[config.mk]
export PLATFORM = sky130hd
export DESIGN_NAME = reaction_timer_fsm
export DESIGN_NICKNAME = d
export VERILOG_FILES = /design/src/rtl/reaction_timer_fsm.sv
export SDC_FILE = /design/constraint.sdc
export NUM_CORES = 1
export LEC_CHECK = 0
export ABC_AREA = 1
export ABC_CLOCK_PERIOD_IN_PS = 2100
export CELL_PAD_IN_SITES_DETAIL_PLACEMENT = 1
export CELL_PAD_IN_SITES_GLOBAL_PLACEMENT = 2
export CORE_UTILIZATION = 30
export DETAILED_ROUTE_END_ITERATION = 6
export PLACE_DENSITY = 0.73
export REMOVE_ABC_BUFFERS = 1
export SYNTH_ARGS = -nofsm -noshare
export SYNTH_HDL_FRONTEND = slang
export SYNTH_SLANG_ARGS = --single-unit
[constraint.sdc]
create_clock -name clk -period 2.1 [get_ports clk]
set_clock_uncertainty 0.2 [all_clocks]
set_input_delay 0.21 -clock clk [delete_from_list [all_inputs] [get_ports clk]]
set_output_delay 0.21 -clock clk [all_outputs]
set_load 0.05 [all_outputs]
[src/rtl/reaction_timer_fsm.sv]
// Reaction timer: pseudo-random wait from q_delay, then measures user reaction time in ms.
// Optional best-time tracking is built when the BEST_TIME_EN macro is defined.
`timescale 1ns/1ps

module reaction_timer_fsm #(
    parameter int unsigned TICK_DIV     = 100_000,
    parameter int unsigned MIN_DELAY_MS = 1000,
    parameter int unsigned TIMEOUT_MS   = 9999
) (
    input  logic        clk,
    input  logic        rst,
    input  logic        start,
    input  logic        react,
    input  logic [13:0] q_delay,
    output logic        stim_led,
    output logic        busy,
    output logic [13:0] result_ms,
    output logic        result_valid,
    output logic        early,
    output logic        timeout,
    output logic [13:0] best_ms
);

    localparam int unsigned   PW        = (TICK_DIV > 1) ? $clog2(TICK_DIV) : 1;
    localparam logic [PW-1:0] PRESC_MAX = PW'(TICK_DIV - 1);
    localparam logic [13:0]   MIN_DELAY = 14'(MIN_DELAY_MS);
    localparam logic [13:0]   TIMEOUT   = 14'(TIMEOUT_MS);

    typedef enum logic [1:0] {
        S_IDLE,
        S_WAIT,
        S_REACT
    } state_t;

    state_t        state_q;
    logic [PW-1:0] presc_q;
    logic [13:0]   wait_q;
    logic [13:0]   cnt_q;
    logic [13:0]   result_q;
    logic          stim_q;
    logic          busy_q;
    logic          valid_q;
    logic          early_q;
    logic          timeout_q;
    logic          tick;

    // Only the low 12 bits of the delay counter form the random part of the wait.
    logic unused_q_delay_hi;
    assign unused_q_delay_hi = ^q_delay[13:12];

    assign tick = (presc_q == PRESC_MAX);

    // NOTE: every register here is assigned with <= so all updates see pre-edge values.
    always_ff @(posedge clk or negedge rst) begin
        if (!rst) begin
            state_q   <= S_IDLE;
            presc_q   <= '0;
            wait_q    <= '0;
            cnt_q     <= '0;
            result_q  <= '0;
            stim_q    <= 1'b0;
            busy_q    <= 1'b0;
            valid_q   <= 1'b0;
            early_q   <= 1'b0;
            timeout_q <= 1'b0;
        end else begin
            valid_q <= 1'b0;
            presc_q <= tick ? '0 : presc_q + 1'b1;
            case (state_q)
                S_IDLE: begin
                    presc_q <= '0;
                    if (start) begin
                        wait_q    <= MIN_DELAY + {2'b00, q_delay[11:0]};
                        early_q   <= 1'b0;
                        timeout_q <= 1'b0;
                        busy_q    <= 1'b1;
                        state_q   <= S_WAIT;
                    end
                end
                S_WAIT: begin
                    // A reaction beats a wait expiry landing in the same cycle.
                    if (react) begin
                        early_q <= 1'b1;
                        busy_q  <= 1'b0;
                        presc_q <= '0;
                        state_q <= S_IDLE;
                    end else if (tick) begin
                        if (wait_q <= 14'd1) begin
                            stim_q  <= 1'b1;
                            cnt_q   <= '0;
                            presc_q <= '0;
                            state_q <= S_REACT;
                        end else begin
                            wait_q <= wait_q - 14'd1;
                        end
                    end
                end
                S_REACT: begin
                    if (react) begin
                        result_q <= cnt_q;
                        valid_q  <= 1'b1;
                        stim_q   <= 1'b0;
                        busy_q   <= 1'b0;
                        presc_q  <= '0;
                        state_q  <= S_IDLE;
                    end else if (tick) begin
                        if (cnt_q >= TIMEOUT - 14'd1) begin
                            cnt_q     <= TIMEOUT;
                            result_q  <= TIMEOUT;
                            timeout_q <= 1'b1;
                            stim_q    <= 1'b0;
                            busy_q    <= 1'b0;
                            presc_q   <= '0;
                            state_q   <= S_IDLE;
                        end else begin
                            cnt_q <= cnt_q + 14'd1;
                        end
                    end
                end
                default: begin
                    stim_q  <= 1'b0;
                    busy_q  <= 1'b0;
                    presc_q <= '0;
                    state_q <= S_IDLE;
                end
            endcase
        end
    end

    assign stim_led     = stim_q;
    assign busy         = busy_q;
    assign result_ms    = result_q;
    assign result_valid = valid_q;
    assign early        = early_q;
    assign timeout      = timeout_q;

`ifdef BEST_TIME_EN
    logic [13:0] best_q;

    // Tracks the same event that raises result_valid, so early/timeout never touch it.
    always_ff @(posedge clk or negedge rst) begin
        if (!rst) begin
            best_q <= 14'h3FFF;
        end else if (state_q == S_REACT && react && cnt_q < best_q) begin
            best_q <= cnt_q;
        end
    end

    assign best_ms = best_q;
`else
    assign best_ms = 14'h3FFF;
`endif

endmodule

---- Word level (Yosys, flattened, before mapping) ----
Cells that the tools add are included.
Widths: inputs -> output; s select.
storage, ports and cells
  register bits after elaboration ......... 66
  output and inout port bits .............. 33
cells by class
  add/subtract/negate cells ............... 4
  order comparisons ....................... 2
  equality and inequality tests ........... 16
  muxes and demuxes ....................... 50
  bitwise gates (word level) .............. 1
  reductions and logical operators ........ 14
operators with widths
  operator                number
  $mux 14                 13
  $mux 17                 7
  $pmux 14 s2             2
  $pmux 17 s2             1
  $ne 2x2->1 const B      9
  $add 17x1->17 const B   1
  $eq 17x17->1 const B    1
  $mux 1                  15
  $reduce_and 5->1        3
  $add 14x1->14 const B   1
  $ge 14x14->1 const B    1
  $le 14x1->1 const B     1
  $mux 2                  7
  $sub 14x1->14 const B   1
  $add 10x12->13 const A  1
  $ne 3x3->1 const B      4
  $reduce_and 6->1        2
  $reduce_bool 2->1       5
  $pmux 1 s3              2
  $pmux 2 s3              1
  $reduce_and 3->1        2
  $pmux 1 s2              2
  $reduce_and 4->1        1
  $eq 2x1->1 const B      1
  other kinds (3)         3

---- Logic depth before layout (Yosys ltp) ----
  depth in word-level cells ............... 6
  depth in mapped cells ................... 14

---- Worst setup path after synthesis ----
OpenSTA, ideal clock, no wires.
  path kind ............................... flip-flop to flip-flop
  from .................................... register cnt_q[0]
  to ...................................... register result_q[10], in the netlist result_ms[10]
  data arrival time ....................... 1.541 ns
  required time ........................... 1.781 ns
  slack ................................... 0.240 ns
  cell stages (with the launch flop) ...... 15
  period minus slack after synthesis ...... 1.860 ns
  path through ............................ dfrtp_1 > inv_1 > ha_1 > inv_1 > nand2_1 > nand2_1 > nand2_1 > nand2_1 > nand2_2 > nand2_2 > o21ai_4 > nand2_4 > buf_6 > nand2_1 > nand2_1
between the ends
  longest elaborated chain between the ends .. 3
ends and longest elaborated chain
  what                         RTL line  RTL
  start: declaration           38        logic [13:0] cnt_q;
  start signal: assignment     116       cnt_q <= cnt_q + 14'd1;
  $ge 14x14->1                 107       if (cnt_q >= TIMEOUT - 14'd1) begin
  $reduce_bool 2->1 (no line)  -
  $reduce_and 3->1 (no line)   -
  end signal: assignment       100       result_q <= cnt_q;
  end: declaration             39        logic [13:0] result_q;
No other way between the ends.
A chain may end at the register's enable or synchronous reset.

---- Worst setup path in the final report ----
  from .................................... register stim_q, in the netlist stim_led
  to ...................................... output port stim_led
RTL lines
  what                      RTL line  RTL
  start: declaration        40        logic stim_q;
  start signal: assignment  61        stim_q <= 1'b0;
  start signal: assignment  89        stim_q <= 1'b1;
  start signal: assignment  102       stim_q <= 1'b0;
  end: declaration          15        output logic stim_led,
No word-level cell between the ends.

==> impl_table.tex <==
\begin{tabular}{lr}
\hline
Metric & Value \\
\hline
\multicolumn{2}{l}{\textbf{Logic synthesis}} \\
\quad Share of cell area taken by muxes after synthesis & 0\% \\
\quad Number of cells produced by synthesis & 606 \\
\quad Mean cell area of the mapped netlist & 6.89 um\^{}2 \\
\quad Synthesis-stage register bit count & 66 \\
\quad Post-Synth Adder-Cell Area & 2.70\% \\
\quad Proportion of synthesized chip area in sequential cells & 39.5\% \\
\quad Fraction of the mapped netlist area in compound gates & 6.83\% \\
\quad Total of warnings raised by yosys & 0 \\
\quad Post-synth cell types & 34 \\
\quad Main combinational cell family by area after synthesis & simple AND/OR/NAND/NOR gates \\
\quad Simple-gate share of the synthesized area & 38.5\% \\
\quad Post-synthesis share of cell area spent on xor and xnor gates & 2.52\% \\
\quad Cell area after technology mapping & 4180 um\^{}2 \\
\multicolumn{2}{l}{\textbf{STA}} \\
\quad Ratio of final minimum period to clock period & 94.5\% \\
\quad Setup slack of the critical path after layout & 0.115 ns \\
\quad Pins over their slew limit & 0 \\
\quad Unrepaired setup endpoints after global routing & yes \\
\quad Post-Route Setup TNS & 0 ns \\
\quad Final setup fails & 0 \\
\quad Clock period minus final worst setup slack & 1.98 ns \\
\quad Transition time of the tightest slew-check pin & 0.653 ns \\
\quad Fmax achieved & 504 MHz \\
\quad Rel. slew slack & 56.5\% \\
\quad Number of hold-slack violations in the final timing report & 0 \\
\multicolumn{2}{l}{\textbf{Global route}} \\
\quad Number of global-route vias before repair & 4,246 \\
\quad Wire length of the first global-routing pass & 20,100 um \\
\quad Maximum number of pins on one net before global-route repair & 27 \\
\quad Total global-route track usage & 17.7\% \\
\quad Number of antenna violations at the first check in global routing & 0 \\
\quad Total global routing overflow & 0 \\
\multicolumn{2}{l}{\textbf{Layout}} \\
\quad Footprint of the multi-input gates & 2190 um\^{}2 \\
\quad Number of inserted diodes & 0 \\
\quad Storage cell area & 1650 um\^{}2 \\
\quad Final layout net count & 695 \\
\quad Area growth, synth to finish & 23.8\% \\
\quad Filler instances & 1,715 \\
\quad Count of non-filler cells in the finished layout & 848 \\
\quad Most frequent standard cell in the layout excluding fill and tap cells & sky130\_fd\_sc\_hd\_\_nand2\_1 \\
\quad Top library cells by usage in the layout, fill and taps aside & 206 x sky130\_fd\_sc\_hd\_\_nand2\_1, 74 x sky130\_fd\_sc\_hd\_\_nor2\_1, 66 x sky130\_fd\_sc\_hd\_\_dfrtp\_1 \\
\quad Cell area after layout & 5170 um\^{}2 \\
\quad Layout cells sized above 1 & 10.7\% \\
\multicolumn{2}{l}{\textbf{Die}} \\
\quad Vert. Die Dim & 120 um \\
\quad Total I/O pin count & 51 \\
\quad Placeable Area & 13,400 um\^{}2 \\
\quad Die Footprint & 14,400 um\^{}2 \\
\quad Initial core utilization & 31.2\% \\
\quad Number of placement rows & 42 \\
\quad Width of the die & 120 um \\
\multicolumn{2}{l}{\textbf{Routing}} \\
\quad Via-to-Cell Ratio & 4.71 \\
\quad Routed Wire Length & 11,700 um \\
\quad Detailed-routing iteration count for the pre-antenna-repair pass & 4 \\
\quad Number of remaining DRC errors & 0 \\
\quad Final ANT Viol Nets & 0 \\
\quad Average wire per standard cell & 13.7 um \\
\quad Total via count in the routed design & 3,996 \\
\quad Violation count after the first detailed-route iteration & 140 \\
\multicolumn{2}{l}{\textbf{Placed design}} \\
\quad Post-DP HPWL & 8940 um \\
\quad Worst slack, placed & 0.0642 ns \\
\quad Post-DP Area & 4830 um\^{}2 \\
\quad Port Buf Inserts & 34 \\
\quad Number of placed cells counting well taps & 830 \\
\quad Final RePlAce weighted congestion & 0.787 \\
\multicolumn{2}{l}{\textbf{Pwr}} \\
\quad Sequential group share of total power & 28.7\% \\
\quad Gate power share & 46.8\% \\
\quad Clock share of power & 24.6\% \\
\quad Power per unit of standard cell area & 1180 nW/um\^{}2 \\
\quad Standby leakage power & 2.47 nW \\
\quad VDD IR-drop max & 0.371 mV \\
\quad Switching power & 2.66 mW \\
\quad Power Internal & 3.42 mW \\
\quad Switching portion of total power & 43.7\% \\
\multicolumn{2}{l}{\textbf{Run}} \\
\quad Maximum capacitance violations & 0 \\
\multicolumn{2}{l}{\textbf{Run status}} \\
\quad Run status & completed \\
\multicolumn{2}{l}{\textbf{Clocking}} \\
\quad Clock tree from TritonCTS & yes \\
\quad Clock root cell & sky130\_fd\_sc\_hd\_\_clkbuf\_16 \\
\quad Clk Latency, worst-skew pair & 0.34 ns \\
\quad TritonCTS buffer count & 9 \\
\quad TritonCTS Sinks & 66 \\
\quad Number of H-tree branching levels & 3 \\
\quad Clock-pin slew on the worst setup and hold paths & 0.06 ns \\
\quad Number of buffers on the longest clock path & 2 \\
\multicolumn{2}{l}{\textbf{Worst setup path}} \\
\quad Reg-to-reg endpoint & wait\_q[6]\$\_DFFE\_PN0P\_ \\
\quad Arrival time at the worst endpoint & 1.57 ns \\
\quad Type of element capturing the critical path & output port \\
\quad Register-to-Register Setup Slack & 0.13 ns \\
\quad Setup CP Type & reg2out \\
\quad Critical-path cell with the highest stage delay & sky130\_fd\_sc\_hd\_\_clkdlybuf4s50\_1 \\
\quad Worst-path fanout max & 2 \\
\quad Reg-to-reg startpoint & presc\_q[0]\$\_DFF\_PN0\_ \\
\quad Critical-path cell list & clkdlybuf4s50\_1 \\
\quad Kind of cell with the highest combined delay on the critical path & buffers and inverters \\
\quad Worst path required time & 1.69 ns \\
\quad Cell count of the worst reg-to-reg path & 10 \\
\quad Delay of the slowest cell on the worst path & 0.84 ns \\
\quad Launching element type of the critical path & flop \\
\quad Worst path buffer plus inverter count & 1 \\
\multicolumn{2}{l}{\textbf{Hold path}} \\
\quad Hold Crit Class & in2async \\
\hline
\end{tabular}
-- area by class of cell --
class / instances / area share (%)
Clock buffer: 12 / 4.76
Clock inverter: 3 / 0.774
Inverter: 65 / 4.76
Multi-Input combinational cell: 464 / 42.4
Sequential cell: 66 / 31.9
Tap cell: 176 / 4.26
Timing Repair Buffer: 62 / 11.1
-- sequential cells by signal (all words and copies together) (netlist names), 2 cells and up --
| signal | cells |
|---|---|
| presc_q | 17 |
| state_q | 2 |
| cnt_q | 14 |
| wait_q | 14 |
| result_ms | 14 |
-- timing repair --
| item | CTS | global route |
|---|---|---|
| setup endpoints to repair | 0 | 29 |
| hold buffers | 1 | 0 |
| gates resized for setup | 0 | 12 |
| setup buffers | 0 | 1 |
| hold endpoints to repair | 18 | 0 |
-- metal layers --
metal,global-route usage [%],vias to the layer above,part of all wire (%)
li1,-,2015,-
met1,20.6,1906,45
met2,32.5,58,51
met3,2.28,17,1.9
met4,7.19,0,2.0
met5,0,-,0
-- metrics by stage --
stage / hold WS, ns / power (mW) / util, %
global route: 0.294 / 6.58 / 38.6
detailed placement: 0.0727 / 4.59 / 36.1
global placement: 0.0554 / 4.51 / 36.1
CTS: 0.265 / 6.11 / 38.3
floorplan: -0.286 / 3.56 / -
finish: 0.245 / 6.08 / 38.6
-- power by group through the flow --
| stage | registers [mW] | logic, mW | clock network (mW) |
|---|---|---|---|
| finish | 1.74 | 2.84 | 1.49 |
| global route | 1.78 | 3.21 | 1.59 |
| CTS | 1.75 | 2.83 | 1.54 |
| detailed placement | 1.77 | 2.82 | 0 |
| global placement | 1.76 | 2.75 | 0 |
| floorplan | 2.11 | 1.45 | 0 |
-- cell families (layout without fill, tap and decap cells) --
family / count (synthesis) / in the layout
compound gates: 52 / 52
flops: 66 / 66
fa+ha+maj: 9 / 9
xor+xnor: 12 / 12
other cells: 1 / 14
simple gates: 376 / 377
buf+inv: 90 / 142
-- cell usage after synthesis --
cell	count	area, um^2
sky130_fd_sc_hd__nand2_2	7	43.8
sky130_fd_sc_hd__o21ai_0	28	140
sky130_fd_sc_hd__inv_1	58	218
sky130_fd_sc_hd__nand3_4	1	17.5
sky130_fd_sc_hd__o31ai_1	2	15.0
sky130_fd_sc_hd__nor4_1	1	6.26
sky130_fd_sc_hd__nand3_1	40	200
sky130_fd_sc_hd__nor3_1	16	80.1
sky130_fd_sc_hd__buf_6	2	22.5
sky130_fd_sc_hd__clkbuf_1	4	15.0
sky130_fd_sc_hd__a21oi_1	13	65.1
sky130_fd_sc_hd__o21bai_1	2	15.0
sky130_fd_sc_hd__and2_2	2	15.0
sky130_fd_sc_hd__nand3_2	2	20.0
sky130_fd_sc_hd__or2_2	3	18.8
sky130_fd_sc_hd__nand4_1	12	75.1
sky130_fd_sc_hd__dfrtp_1	66	1650
sky130_fd_sc_hd__clkinv_1	1	3.75
sky130_fd_sc_hd__nor3b_1	4	30.0
sky130_fd_sc_hd__o21ai_4	1	16.3
sky130_fd_sc_hd__nand3b_1	2	15.0
sky130_fd_sc_hd__xor2_1	6	52.6
sky130_fd_sc_hd__ha_1	9	113
sky130_fd_sc_hd__inv_2	6	22.5
sky130_fd_sc_hd__buf_2	5	25.0
sky130_fd_sc_hd__a21oi_2	1	8.76
sky130_fd_sc_hd__buf_4	14	105
sky130_fd_sc_hd__nor2_2	2	12.5
sky130_fd_sc_hd__xnor2_1	6	52.6
sky130_fd_sc_hd__conb_1	1	3.75
sky130_fd_sc_hd__o21ai_1	5	25.0
sky130_fd_sc_hd__nand2_1	206	773
sky130_fd_sc_hd__nand2_4	1	11.3
sky130_fd_sc_hd__nor2_1	77	289
-- how the worst max path moves through the flow --
stage	startpoint	endpoint	cells after the start
after global placement	wait_q[0]$_DFFE_PN0P_	wait_q[12]$_DFFE_PN0P_	9
after floorplan	state_q[1]$_DFFE_PN0P_	wait_q[12]$_DFFE_PN0P_	10
after global routing	presc_q[0]$_DFF_PN0_	cnt_q[10]$_DFFE_PN0P_	10
after detailed placement	presc_q[0]$_DFF_PN0_	cnt_q[11]$_DFFE_PN0P_	9
final	stim_led$_DFFE_PN0P_	stim_led	1
after CTS	presc_q[0]$_DFF_PN0_	cnt_q[11]$_DFFE_PN0P_	9
(Power assumes the default switching activity.)
